==> src/rtl/logic_arb_pkg.sv <==
// -----------------------------------------------------------------------------
// logic_arb_pkg
// Shared definitions for the two-requester bitwise-logic arbiter.
//   LOGIC_ARB_WIDTH : default operand/result width
//   op_e            : opcode encoding (AND, OR, XOR, NOR)
//   state_e         : arbiter FSM states (IDLE, EXEC, RESP)
// -----------------------------------------------------------------------------
package logic_arb_pkg;

  localparam int LOGIC_ARB_WIDTH = 4;

  typedef enum logic [1:0] {
    OP_AND = 2'b00,
    OP_OR  = 2'b01,
    OP_XOR = 2'b10,
    OP_NOR = 2'b11
  } op_e;

  typedef enum logic [1:0] {
    ST_IDLE = 2'b00,
    ST_EXEC = 2'b01,
    ST_RESP = 2'b10
  } state_e;

endpackage

==> src/rtl/logic_unit4.sv <==
// -----------------------------------------------------------------------------
// logic_unit4
// Purely combinational opcode-to-result function.
// Ports:
//   i_op  : opcode (op_e)
//   i_a   : operand A, WIDTH bits
//   i_b   : operand B, WIDTH bits
//   o_y   : result, WIDTH bits (no carry or extension)
// -----------------------------------------------------------------------------
module logic_unit4
  import logic_arb_pkg::*;
#(
  parameter int WIDTH = LOGIC_ARB_WIDTH
) (
  input  op_e              i_op,
  input  logic [WIDTH-1:0] i_a,
  input  logic [WIDTH-1:0] i_b,
  output logic [WIDTH-1:0] o_y
);

  always_comb begin
    o_y = '0;
    case (i_op)
      OP_AND:  o_y = i_a & i_b;
      OP_OR:   o_y = i_a | i_b;
      OP_XOR:  o_y = i_a ^ i_b;
      OP_NOR:  o_y = ~(i_a | i_b);
      default: o_y = '0;
    endcase
  end

endmodule

==> src/rtl/logic_arbiter4.sv <==
// -----------------------------------------------------------------------------
// logic_arbiter4
// Round-robin arbiter between two requesters that each submit a bitwise logic
// operation. One operation is in flight at a time: IDLE -> EXEC -> RESP.
// Optional feature: define LOGIC_ARB_STATS_EN to add saturating per-requester
// grant counters (grant_cnt0 / grant_cnt1).
// Ports:
//   clk, rst_n                 : clock, async active-low reset
//   reqN_valid / reqN_ready    : request handshake (N = 0, 1)
//   reqN_op, reqN_a, reqN_b    : opcode and operands
//   res_valid / res_ready      : result handshake
//   res_data, res_id           : result and owning requester index
//   grant_cnt0, grant_cnt1     : accepted-transfer counters (stats build only)
// -----------------------------------------------------------------------------
module logic_arbiter4
  import logic_arb_pkg::*;
#(
  parameter int WIDTH = LOGIC_ARB_WIDTH,
  parameter int CNT_W = 8
) (
  input  logic             clk,
  input  logic             rst_n,
  input  logic             req0_valid,
  output logic             req0_ready,
  input  logic [1:0]       req0_op,
  input  logic [WIDTH-1:0] req0_a,
  input  logic [WIDTH-1:0] req0_b,
  input  logic             req1_valid,
  output logic             req1_ready,
  input  logic [1:0]       req1_op,
  input  logic [WIDTH-1:0] req1_a,
  input  logic [WIDTH-1:0] req1_b,
  output logic             res_valid,
  input  logic             res_ready,
  output logic [WIDTH-1:0] res_data,
`ifdef LOGIC_ARB_STATS_EN
  output logic [CNT_W-1:0] grant_cnt0,
  output logic [CNT_W-1:0] grant_cnt1,
`endif
  output logic             res_id
);

  state_e           r_state;
  logic             r_last_grant;
  op_e              r_op;
  logic [WIDTH-1:0] r_a;
  logic [WIDTH-1:0] r_b;
  logic             r_id;
  logic [WIDTH-1:0] r_res_data;
  logic             r_res_id;

  logic             w_idle;
  logic             w_any_valid;
  logic             w_grant1;
  logic             w_accept;
  op_e              w_op;
  logic [WIDTH-1:0] w_a;
  logic [WIDTH-1:0] w_b;
  logic [WIDTH-1:0] w_result;

  // Gating with rst_n keeps both readies low while reset is held.
  assign w_idle      = rst_n && (r_state == ST_IDLE);
  assign w_any_valid = req0_valid || req1_valid;

  // With both valid, the requester not granted last wins; otherwise the
  // single valid requester wins. r_last_grant resets to 1 so req0 goes first.
  assign w_grant1 = (req0_valid && req1_valid) ? ~r_last_grant : req1_valid;

  assign req0_ready = w_idle && w_any_valid && !w_grant1;
  assign req1_ready = w_idle && w_any_valid &&  w_grant1;
  assign w_accept   = (req0_valid && req0_ready) || (req1_valid && req1_ready);

  assign w_op = w_grant1 ? op_e'(req1_op) : op_e'(req0_op);
  assign w_a  = w_grant1 ? req1_a : req0_a;
  assign w_b  = w_grant1 ? req1_b : req0_b;

  logic_unit4 #(
    .WIDTH (WIDTH)
  ) u_logic_unit (
    .i_op (r_op),
    .i_a  (r_a),
    .i_b  (r_b),
    .o_y  (w_result)
  );

  always_ff @(posedge clk or negedge rst_n) begin
    if (!rst_n) begin
      r_state      <= ST_IDLE;
      r_last_grant <= 1'b1;
      r_op         <= OP_AND;
      r_a          <= '0;
      r_b          <= '0;
      r_id         <= 1'b0;
      r_res_data   <= '0;
      r_res_id     <= 1'b0;
    end else begin
      case (r_state)
        ST_IDLE: begin
          if (w_accept) begin
            r_op         <= w_op;
            r_a          <= w_a;
            r_b          <= w_b;
            r_id         <= w_grant1;
            r_last_grant <= w_grant1;
            r_state      <= ST_EXEC;
          end
        end
        ST_EXEC: begin
          r_res_data <= w_result;
          r_res_id   <= r_id;
          r_state    <= ST_RESP;
        end
        ST_RESP: begin
          // Result registers are untouched here, so they hold under backpressure.
          if (res_ready) begin
            r_state <= ST_IDLE;
          end
        end
        default: r_state <= ST_IDLE;
      endcase
    end
  end

  assign res_valid = (r_state == ST_RESP);
  assign res_data  = r_res_data;
  assign res_id    = r_res_id;

`ifdef LOGIC_ARB_STATS_EN
  logic [CNT_W-1:0] r_cnt0;
  logic [CNT_W-1:0] r_cnt1;

  always_ff @(posedge clk or negedge rst_n) begin
    if (!rst_n) begin
      r_cnt0 <= '0;
      r_cnt1 <= '0;
    end else if (w_accept) begin
      if (!w_grant1 && (r_cnt0 != '1)) begin
        r_cnt0 <= r_cnt0 + 1'b1;
      end
      if (w_grant1 && (r_cnt1 != '1)) begin
        r_cnt1 <= r_cnt1 + 1'b1;
      end
    end
  end

  assign grant_cnt0 = r_cnt0;
  assign grant_cnt1 = r_cnt1;
`endif

endmodule

==> config.mk <==
export PLATFORM = sky130hd
export DESIGN_NAME = logic_arbiter4
export DESIGN_NICKNAME = d
export VERILOG_FILES = /design/src/rtl/logic_arb_pkg.sv /design/src/rtl/logic_unit4.sv /design/src/rtl/logic_arbiter4.sv
export SDC_FILE = /design/constraint.sdc
export NUM_CORES = 1
export LEC_CHECK = 0
export BUFFER_PORTS_ARGS = -buffer_cell sky130_fd_sc_hd__buf_2
export CORE_MARGIN = 5
export CORE_UTILIZATION = 49
export CTS_BUF_LIST = sky130_fd_sc_hd__clkbuf_8
export DETAILED_ROUTE_END_ITERATION = 10
export GPL_TIMING_DRIVEN = 0
export PLACE_DENSITY = 0.77
export SLEW_MARGIN = 20
export SYNTH_ARGS = -nofsm -noshare
export SYNTH_HDL_FRONTEND = slang
export SYNTH_SLANG_ARGS = --single-unit
==> constraint.sdc <==
create_clock -name clk -period 1.75 [get_ports clk]
set_clock_uncertainty 0.05 [all_clocks]
set_input_delay 0.2625 -clock clk [delete_from_list [all_inputs] [get_ports clk]]
set_output_delay 0.2625 -clock clk [all_outputs]
set_load 0.02 [all_outputs]
Yosys cells after proc, flatten, opt, wreduce, memory -nomap -nowiden
Index checks and enable logic that the tools add are counted.
- bits in read-only memories: 0
- flip-flop bits (word level): 19
- bits in writable memories: 0
- memories: 0
- latch bits: 0
- output and inout bits: 8
- $add $sub $neg: 0
- multiply operators: 0
- equality and inequality tests: 7
- div/mod/pow operators: 0
- muxes and demuxes: 8
- bitwise operators: 5
- shift-type cells: 0
- magnitude comparators: 0
- reductions and logical operators: 14
- operator list (cell ; count):
    $pmux W4 S4 ; 1
    $mux W4 ; 2
    $logic_and A1 B1 Y1 ; 7
    $eq A2 B2 Y1 const B ; 3
    $mux W2 ; 3
    $pmux W2 S3 ; 1
    $and A4 B4 Y4 ; 1
    $eq A2 B1 Y1 const B ; 2
    $logic_not A2 Y1 ; 2
    $not A4 Y4 ; 1
    $or A4 B4 Y4 ; 1
    $reduce_and A2 Y1 ; 2
    $xor A4 B4 Y4 ; 1
    $logic_or A1 B1 Y1 ; 2
    $ne A2 B1 Y1 const B ; 1
    $ne A2 B2 Y1 const B ; 1
    $logic_not A1 Y1 ; 1
    $mux W1 ; 1
    $not A1 Y1 ; 1

Logic depth before layout (Yosys ltp)
Gate-level depths: netlist of run 1.
- depth in word-level cells: 8
- mapped depth: 5
- depth with buffers taken out: 5

Modules after synthesis
A second synthesis of run 1 with hierarchy kept.
- cells, all modules: 103
- area, all modules: 1123.6 um^2
- by module, submodules not included (module ; area an instance (um^2) ; sequential area each (um^2) ; times used ; cells an instance):
    logic_arbiter4 ; 863.3 ; 476.7 ; 1 ; 73
    logic_unit4 ; 260.2 ; 0.0 ; 1 ; 30

Worst setup path before layout of run 1
OpenSTA, ideal clock, no wires.
- path kind: flip-flop to flip-flop
- from: register r_last_grant
- to: register r_op[0]
- arrival: 1.276 ns
- required time: 1.575 ns
- path slack: 0.299 ns
- stages on the path, launching flop included: 5
- clock period less this slack: 1.451 ns
- cell sequence: dfstp_2 > a21boi_2 > buf_6 > mux2_4 > mux2_4
- cells in the longest elaborated chain, start to end: 7
- ends and longest elaborated chain (element ; line ; source):
    start: declaration ; logic_arbiter4.sv:44 ; logic r_last_grant;
    start signal: assignment ; logic_arbiter4.sv:104 ; r_last_grant <= w_grant1;
    $not A1 Y1 * ; logic_arbiter4.sv:67 ; assign w_grant1 = (req0_valid && req1_valid) ? ~r_last_grant : req1_valid;
    $mux W1 * ; logic_arbiter4.sv:67 ;
    $logic_not A1 Y1 ; logic_arbiter4.sv:69 ; assign req0_ready = w_idle && w_any_valid && !w_grant1;
    $logic_and A1 B1 Y1 ; logic_arbiter4.sv:69 ;
    $logic_and A1 B1 Y1 ; logic_arbiter4.sv:71 ; assign w_accept = (req0_valid && req0_ready) || (req1_valid && req1_ready);
    $logic_or A1 B1 Y1 ; logic_arbiter4.sv:71 ;
    $reduce_and A2 Y1 (no source line) ; -- ;
    end signal: assignment ; logic_arbiter4.sv:100 ; r_op <= w_op;
    end: declaration ; logic_arbiter4.sv:45 ; op_e r_op;
Mark *: on every way between the ends. The rest lies on a longest branch, timed or not.
A chain may end at the register's enable or synchronous reset.

Worst setup path in the final report of run 1
- from: register r_last_grant
- to: output req1_ready
- cells in the longest elaborated chain, start to end: 3
- ends and longest elaborated chain (element ; line ; source):
    $not A1 Y1 ; logic_arbiter4.sv:67 ;
    $mux W1 ; logic_arbiter4.sv:67 ;
    $logic_and A1 B1 Y1 ; logic_arbiter4.sv:70 ; assign req1_ready = w_idle && w_any_valid && w_grant1;
    end: declaration ; logic_arbiter4.sv:29 ; output logic req1_ready,
Every way passes these cells.

==> results of run 1 <==
-- per-stage QoR --
stage | total power [mW] | instance area, um2 | utilization, %
2_1_floorplan | 1.491 | 1120 | -
3_3_place_gp | 1.697 | 1315 | 60.02
3_5_place_dp | 1.758 | 1315 | 60.02
4_1_cts | 2.067 | 1383 | 63.11
5_1_grt | 2.240 | 1409 | 64.31
6_report | 2.072 | 1409 | 64.31
-- registers in the layout (all words and copies together), names as in the netlist --
name / flops
r_a: 4
res_data: 4
r_op: 2
res_id: 1
r_last_grant: 1
r_id: 1
r_state: 2
r_b: 4
-- final cells by class --
cell class | count | area, um2 | area share [%]
multi-input combinational | 69 | 578.1 | 41.03
sequential | 19 | 476.7 | 33.84
timing repair buffer | 36 | 200.2 | 14.21
clock buffer | 3 | 41.29 | 2.931
inverter | 10 | 37.54 | 2.664
buffer | 5 | 36.28 | 2.575
tap | 28 | 35.03 | 2.487
clock inverter | 1 | 3.754 | 0.2664
-- synthesized netlist by cell type, drive strengths merged, types with 2 or more instances --
library cell,count
dfrtp,18
mux2i,16
inv,10
ha,8
nor2b,8
mux2,5
nand2,5
o21a,5
buf,4
nor2,4
nor3,4
o31ai,4
a21oi,2
nand2b,2
-- cell families (layout without fill, tap and decap cells) --
| group | count (synthesis) | in the layout | synth area share [%] |
|---|---|---|---|
| simple gates | 25 | 25 | 12.18 |
| compound gates | 15 | 15 | 9.721 |
| buf+inv | 15 | 55 | 6.592 |
| flops | 19 | 19 | 42.57 |
| fa+ha+maj | 8 | 8 | 8.939 |
| mux | 21 | 21 | 20.00 |
-- power groups by stage --
stage	logic, mW	registers [mW]	clock network (mW)
3_3_place_gp	0.930	0.766	0
5_1_grt	1.11	0.803	0.326
6_report	0.996	0.778	0.299
4_1_cts	0.992	0.774	0.301
3_5_place_dp	0.976	0.782	0
2_1_floorplan	0.668	0.823	0
-- repair_timing --
item | CTS | global route
pin swaps | 0 | 1
setup endpoints to repair | 1 | 2
buffers inserted | 0 | 2
hold endpoints to repair | 18 | 0
resized for setup | 1 | 3
hold buffers | 2 | 0
-- worst max-delay path by stage --
stage | slack, ns | cells after the start | endpoint | start
5_1_grt | 0.002 | 4 | req0_ready | r_state[0]
3_5_place_dp | -0.17 | 5 | r_op[0] | rst_n
4_1_cts | 0.02 | 4 | req1_ready | r_last_grant
6_report | 0.09 | 4 | req1_ready | r_last_grant
2_1_floorplan | 0.30 | 4 | r_op[0] | r_last_grant
3_3_place_gp | -0.15 | 5 | r_op[0] | rst_n
-- layer usage --
layer	share of wire [%]	global-route usage (%)
met4	0.72	5.298
met2	51	24.84
met1	41	15.62
met3	7.3	3.563
met5	0	0
==> out/results.txt, run 1 <==
The startpoint identified for the worst register-to-register timing path is r_last_grant. The logs give 42.57% for the share of synthesized area occupied by flip-flops and latches and 0 for the global route total overflow. The worst-case IR drop observed on VDD is 0.7082 mV. The worst hold margin was 0.1677 ns; the initial antenna violation count was 0. In the layout the commonest cells are 32 x buf_2, 18 x dfrtp_1, 16 x mux2i_1. The share of total power dissipated in the clock network is 14.4%. For the number of pins with negative max-slew slack in the final report, the log shows 0. Input and output buffers added on the ports amount to 32. The share of synthesized area in the top cell type comes to 40.22%. Largest area contributor in the synthesized netlist: dfrtp_1. The run gives 1 as the number of levels the H-tree was split into. Counting every sink on the clock net gives 19. The run gives 177 as the number of nets in the finished design.

The post-CTS clock slew at the launch and capture registers of the worst setup and hold paths works out to 0.07 ns. For the worst setup path, the data arrival time is 1.34 ns. The largest buffer count on any clock path was 2. For the final cell count without fillers, the log shows 171. The tools report the buffer cell driving the clock tree root as clkbuf_8. The leakage power total is 0.7310 nW, and the number of standard cells after synthesis is 103. The number of global-route vias before repair came out at 874.

In this run the vertical extent of the chip is 57.81 um. 0 antenna diodes ended up in the layout. Cell internal power was estimated by the tool at 1.268 mW. Class of the worst hold path: in -> reg. The worst path meets setup with 0.09399 ns of slack.

The number of buffers and inverters on the critical path came out at 2. The tools report the worst min-delay path endpoint as r_last_grant. In this run the register-to-register setup slack is 0.11 ns. The logs give 33 for the I/O pin count and 0 for the total DRC errors in the routed layout.

The number of clock buffers inserted by TritonCTS is 3, and the number of warnings issued by yosys is 0. The switching part of the total is 38.81%. In this run the most critical hold path is launched from req0_valid. In this design, the stage delay of the slowest critical-path cell is 0.57 ns. The most used flip-flop cell after synthesis is dfrtp_1. Measured in cells, the most critical reg-to-reg path has a length of 5.

The biggest fanout along the worst timing path works out to 4. The last weighted congestion value of the routability-driven placer was 0.7194. The post-placement cell count was 163; the flip-flop and latch count after synthesis was 19. Across the run, the number of max-cap violations was 0. The synthesized design contains 0 enable-type register cells. Netlist area before placement: 0.001120 mm2.

At the pin with the least slew margin, the transition time is 0.8078 ns. The per-cell via count in the routed design came out at 4.924. Power density over the cells: 1471 mW/mm2. OpenSTA, run right after detailed placement, puts the worst setup slack at -0.1712 ns. Average size of a mapped cell: 10.87 um2. The post-detailed-route wirelength per cell came out at 12.96 um. The total number of vias came out at 842. The library cell used most frequently in the layout, excluding fill and tap cells, is buf_2. The area added between synthesis and finish works out to 25.81%.

Once the floorplan was initialized, standard cells occupied 51.11% of the core. The core footprint was 0.002191 mm2. Setup repair after global routing left no endpoint under its margin.

Category of the most critical setup path: reg -> out. The endpoint identified for the worst register-to-register timing path is r_op[0]. Highest clock rate: 0.6039 GHz. The critical path launch point type is a register. Adding up every negative setup slack in the final design gives 0 ns.

The total routed wirelength was 2.217 mm; the number of hold violations in the final report was 0. The tools report the area of the die as 0.003341 mm2. The first global-routing pass estimated 3.657 mm of wire. The run gives 1.44 ns as the critical path required time. In this run the remaining antenna-violating nets after routing total 0. After synthesis, the cell types taking the most area are dfrtp_1 40%, mux2i_1 14%, ha_1 8.9%, nor2b_1 4.5%, inv_1 3.4%. At the later pin of the worst-skew pair, clock insertion delay measures 0.25 ns.

The post-layout minimum cycle time was 1.656 ns; the max-slew headroom at the worst pin was 45.97%. Synthesis produced a netlist with a net count of 136. Sequential cells account for 37.5% of the total power.

Of the total power, combinational logic draws 48.0%. The signal on the critical path passes through a21boi_2 -> buf_6 -> and2_2 -> buf_2. The final critical path takes up 94.63% of the cycle. TritonCTS built the clock tree. The run gives 25 as the number of distinct library cell variants in the gate-level netlist after synthesis. The logs give 19 for the largest net degree at the start of global routing and 4 for the iteration count of the initial detailed-routing pass. For this run, asynchronously set or reset flops after synthesis account for 100.0%.

The kind of capture point of the worst setup path was an output port. The run finished with clean final reports. The x dimension of the die is 57.81 um. Cells with a size suffix above 1 make up 36.36% of the layout.

The logs give 1.643 mm for the detailed placer's ending HPWL and 17 for the standard-cell row count. In this run the power spent charging and discharging nets is 0.8043 mW. The slowest stage of the critical path is the dfstp_2 cell.

The number of DRC violations after detailed-routing iteration 0 came out at 22. For the count of endpoints failing setup in the final report, the log shows 0. Counting the fill cells in the layout gives 194.

Cell type group with the largest total delay on the critical path: flip-flops. The combined global-route utilization of all metal layers was 13.85%; the worst hold path stage count was 2.
No activity file was read; power rests on OpenSTA's default activity.
==> run 2: changes to the inputs <==
Settings changed: CORE_MARGIN 5 to default, SKIP_CTS_REPAIR_TIMING from default to 1, SLEW_MARGIN 20 to default.
==> out/results.txt, run 2 (synthesized netlist as in run 1, its figures left out) <==
The filler cells instantiated in the layout total 173. The worst pin sits at a relative slew slack of 45.16%. The finished layout holds 169 standard cells, fillers aside. In the routed layout, each cell is associated on average with a via count of 5.036. For the number of hold violations in the final report, the log shows 0.

Detailed placement finished with a half-perimeter wire length of 1.563 mm. The number of placed instances, taps included, is 162. The clock sink total was 19.

For the count of endpoints failing setup in the final report, the log shows 0. Counting buffers and inverters, the worst setup path is 4 cells deep. Across all register-to-register paths, the minimum setup slack is 0.21 ns.

The endpoint arrival time on the critical path is 1.38 ns, and the fraction of layout instances using a drive strength above 1 is 35.21%. Once the floorplan was initialized, standard cells occupied 54.31% of the core. The tools report the initial antenna violation count as 0. The tools report the worst min-delay path endpoint as r_state[1]. The core region is 0.002062 mm2. The setup path with the least slack is of type reg -> out. In the finished design, the share of the clock period the worst path needs comes to 96.73%.

For this run, design rule violations remaining after detail routing come to 0. Leaving out fill and tap cells, the most frequent cell in the layout is buf_2. For the critical path required time, the log shows 1.44 ns. No sink is reached through more buffers than the 2 on the longest clock path. The number of buffers inserted by port buffering is 32.

Setup repair after global routing could not meet its margin everywhere. The first global-routing pass estimated 3.601 mm of wire. The reg-to-reg critical path endpoint is r_op[0]. In this run the worst path has a maximum fanout of 5.

The slew at the pin with the worst max-slew slack was 0.8199 ns. The number of levels the H-tree was split into was 1; the highest cell delay on the worst timing path was 0.41 ns. Last weighted congestion value of the routability-driven placer: 0.7512. For the number of clock buffers inserted by TritonCTS, the log shows 3.

The run gives 0 as the max-capacitance violation count. Measured on the finished design, the core utilization comes to 67.66%. The worst hold path was traced through 2 stages. The run gives 0 as the number of pins with negative max-slew slack in the final report. The tools report the combined global-route utilization of all metal layers as 19.19%. For this run, the post-layout net count is 176.

Registers take 476.7 um2. The number of antenna diodes was 0; the I/O pin count was 33. For this design the ratio of total power to cell area is 1493 mW/mm2. The floorplan step set the die width to 49.81 um.

The number of buffers and inverters on the critical path is 1. The min-delay analysis places its worst path in the category in -> reg. Derived from the worst setup path, the maximum achievable clock frequency is 0.5907 GHz. After global routing the overflow that remains totals 0.

The total number of vias came out at 851. After floorplanning, the core was divided into 16 placement rows. The worst-case IR drop observed on VDD is 0.8137 mV. For this design the static power due to leakage is 0.7249 nW.

The cell family contributing the most delay on the critical path is simple AND/OR/NAND/NOR gates. The worst setup path is launched from a register. The routed design could run at a clock period as short as 1.693 ns. Logic depth of the worst register-to-register path: 4. For the area of the die, the log shows 0.002481 mm2. In this run the most critical hold path is launched from res_ready.

Leaving out fill and tap cells, the most frequent cells in the layout are 33 x buf_2, 18 x dfrtp_1, 16 x mux2i_1. Clock-pin slew was measured on the worst setup and hold paths at 0.07 ns. TritonCTS built the clock tree. Walking the worst path, the cells encountered are nor3b_4 -> nand2_1 -> a21oi_1 -> buf_2. STA classifies the critical path endpoint as an output port. The number of DRC violations after detailed-routing iteration 0 was 0; the iteration count of the initial detailed-routing pass was 1. On the critical path, the stage with the largest delay is an instance of dfrtp_1.

Number of global-route vias before repair: 889. Relative to the synthesized area, the layout overhead comes to 24.58%. The multi-input combinational cell area was 575.6 um2; the largest net degree at the start of global routing was 21. Startpoint of the lowest-slack register-to-register path: r_state[1].

The logs give 0.25 ns for the clock network latency to the later pin of the worst-skew pair and 2.142 mm for the total routed wirelength. Post-route antenna net violation count: 0. The tree is rooted in a clkbuf_8. The run finished with clean final reports. In the final routed layout, each cell accounts on average for 12.67 um.

The die is 49.81 um tall.
-- run 2: cell count changes in the layout (fill, tap and decap cells not counted) --
cell      delta
nand2_1      +1
buf_2        +1
nand2_2      -1
clkbuf_4     +1
buf_4        -3
-- run 2: area by class of cell --
type / count / share of cell area, %
timing repair buffer: 35 / 13.63
clock buffer: 3 / 2.960
clock inverter: 1 / 0.2691
sequential: 19 / 34.17
buffer: 5 / 2.601
multi-input combinational: 69 / 41.26
inverter: 10 / 2.691
tap: 27 / 2.422
-- run 2: where the power goes --
group	switching, mW	internal [mW]
clock	0.139	0.156
combinational	0.549	0.470
sequential	0.119	0.651
total	0.807	1.28
-- run 2: worst max path at each step --
stage	slack (ns)	end	from
after global routing	-0.03	req0_ready	r_state[1]
after CTS	-0.08	req0_ready	rst_n
after floorplan	0.30	r_op[0]	r_last_grant
after global placement	-0.15	r_op[0]	rst_n
after detailed placement	-0.18	r_op[0]	rst_n
final	0.06	req0_ready	r_state[1]
-- run 2: through the flow --
stage	power [mW]	cell area (um2)	setup slack, ns	setup TNS, ns	hold WS, ns
after detailed placement	1.764	1314	-0.1848	-0.5101	0.1799
after CTS	2.074	1359	-0.08054	-0.08232	-0.09113
after floorplan	1.491	1120	0.2988	0	-0.08309
after global placement	1.696	1314	-0.1523	-0.1523	0.1748
final	2.083	1395	0.05720	0	0.1642
after global routing	2.256	1395	-0.03348	-0.03348	0.1840
-- run 2: per-layer routing --
| layer | routed length [um] | global-route usage (%) | vias up | part of all wire (%) |
|---|---|---|---|---|
| li1 | - | - | 427 | - |
| met1 | 953 | 21.12 | 397 | 44 |
| met2 | 1103 | 35.36 | 25 | 51 |
| met3 | 69 | 2.469 | 2 | 3.2 |
| met4 | 16 | 10.00 | 0 | 0.75 |
| met5 | 0 | 0 | - | 0 |
==> run 3: changes to the inputs <==
Settings changed: SETUP_SLACK_MARGIN from default to 0.4, SKIP_LAST_GASP from default to 1.
==> out/results.txt, run 3 (synthesized netlist as in run 1, its figures left out) <==
STA classifies the critical path startpoint as a register. For the number of pins with negative max-slew slack in the final report, the log shows 0. The library cell used most frequently in the layout, excluding fill and tap cells, is buf_2. The tools report the combined global-route utilization of all metal layers as 18.57%. The largest buffer count on any clock path was 2; the total routed wirelength was 2.351 mm. Port buffering added 32 buffers. Overall power consumption after layout is estimated at 2.193 mW.

Dividing the detail-routed wire length by the instance count gives 13.06 um. The post-CTS clock slew at the launch and capture registers of the worst setup and hold paths came out at 0.07 ns. The worst setup path is captured at an output port. In the post-route analysis, the smallest setup slack over all paths is 0.1217 ns. The tools report the endpoint arrival time on the critical path as 1.32 ns.

In the final layout, the share of cells above drive strength 1 is 41.83%. The total overflow left after global routing is 0. Initial antenna violation count: 0.

The per-cell via count in the routed design works out to 4.983. Prior to clock tree synthesis, the placed netlist has a worst setup slack of -0.1540 ns. Across the whole layout, storage elements account for 476.7 um2. The I/O pin count was 33; the post-placement cell count was 162. Power density over the cells: 1430 mW/mm2.

The run finished with clean final reports. The wire length of the first global-routing pass came out at 3.532 mm. The core footprint is 0.002062 mm2. The tools report the max-slew headroom at the worst pin as 46.58%.

TritonCTS built the clock tree. The post-route antenna net violation count was 0. The largest net degree at the start of global routing is 21, and the final critical-path share of the clock period is 93.05%.

The number of levels the H-tree was split into is 1, and the number of antenna diodes is 0. Along the worst path, the maximum fanout reaches 3. The run gives 4 as the iteration count of the initial detailed-routing pass.

The slew at the pin with the worst max-slew slack came out at 0.7987 ns. The detailed router placed 897 vias in this run. The detailed placer's ending HPWL was 1.539 mm; the number of clock buffers inserted by TritonCTS was 3. In the final layout, the multi-input gates occupy 591.8 um2. The met3 track demand over resource is 2.778%, and the vertical die dimension is 49.81 um.

The logs give 6 for the number of DRC violations after detailed-routing iteration 0 and 841 for the number of global-route vias before repair. The run gives 0 as the count of endpoints failing setup in the final report. Class of the worst hold path: in -> reg.

The worst setup path is of the reg -> out kind. The number of hold violations in the final report was 0. STA puts the critical path data required time at 1.44 ns. met2 is the most crowded layer. The filler cells instantiated in the layout total 170. The tools report the number of nets in the finished design as 187. Leaving out fill and tap cells, the most frequent cells in the layout are 30 x buf_2, 18 x dfrtp_1, 15 x mux2i_1.

The initialized floorplan defines 16 standard-cell rows. Post-layout minimum cycle time: 1.628 ns. In the global route stage, met2 resource usage came out at 33.78%. From synthesis to final layout, the design area changed by 36.98%. The max-capacitance violation count is 0, and the worst hold margin is 0.1951 ns. Derived from the worst setup path, the maximum achievable clock frequency is 0.6141 GHz. Routability-driven placement finished with a final weighted congestion of 0.7098. For met1 alone, demand over resource in global routing was 22.79%. After the flow finishes, the layout carries non-filler instances totaling 180.

Clock tree synthesis selected as its root buffer the cell clkbuf_8. For the total DRC errors in the routed layout, the log shows 0. The x dimension of the die is 49.81 um, and the peak ir drop on the vdd network is 0.8065 mV.

The die covers 0.002481 mm2. Setup repair after global routing could not meet its margin everywhere. In this run the static leakage power is 0.7927 nW. Utilization after layout: 74.39%. The clock network latency to the later pin of the worst-skew pair is 0.25 ns.

For this design, the sink count on the clock tree is 19. The tools report the effective utilization at floorplan as 54.31%.
[run 3: changes by cell type in the layout (fill, tap and decap cells not counted), sizes merged]
cell	previous run	this run
buf	36	46
clkbuf	5	6
[run 3: area by class of cell]
cell class              count  area share [%]
repair buffers             46           20.15
clock inverters             1          0.2447
clock buffers               3           2.692
well taps                  27           2.202
plain buffers               5           2.610
inverters                  10           2.447
multi-input cells          69           38.58
flip-flops and latches     19           31.08
[run 3: worst paths after layout]
kind | from | end | slack [ns] | cells after the start
max | r_last_grant | req1_ready | 0.12 | 4
min | res_ready | r_state[1] | 0.20 | 2
max reg2reg | r_last_grant | r_op[0] | 0.14 | 5
min reg2reg | res_data[1] | res_data[1] | 0.43 | 2
max in group asynchronous | rst_n | r_b[2] | 0.54 | 2
min in group asynchronous | rst_n | r_last_grant | 0.49 | 2
[run 3: power by group]
| part | leakage [nW] | internal (mW) | switching (mW) |
|---|---|---|---|
| sequential | 0.226 | 0.651 | 0.124 |
| combinational | 0.539 | 0.552 | 0.580 |
| clock | 0.0269 | 0.155 | 0.131 |
| total | 0.793 | 1.36 | 0.835 |
[run 3: metrics by stage]
stage / TNS, ns / instance area (um2)
4_1_cts: 0 / 1363
5_1_grt: 0 / 1534
3_5_place_dp: -0.1961 / 1318
2_1_floorplan: 0 / 1124
3_3_place_gp: -0.1440 / 1318
6_report: 0 / 1534
[run 3: layer usage]
metal | vias up | wire length [um]
met1 | 422 | 1019
met3 | 2 | 67
met4 | 0 | 14
met2 | 24 | 1250
met5 | - | 0
li1 | 449 | -
[run 3: worst max-delay path: stages (launching register included)]
cell      delay, ns
dfstp_2        0.55
a21boi_2       0.07
buf_6          0.12
and2_2         0.20
buf_6          0.13
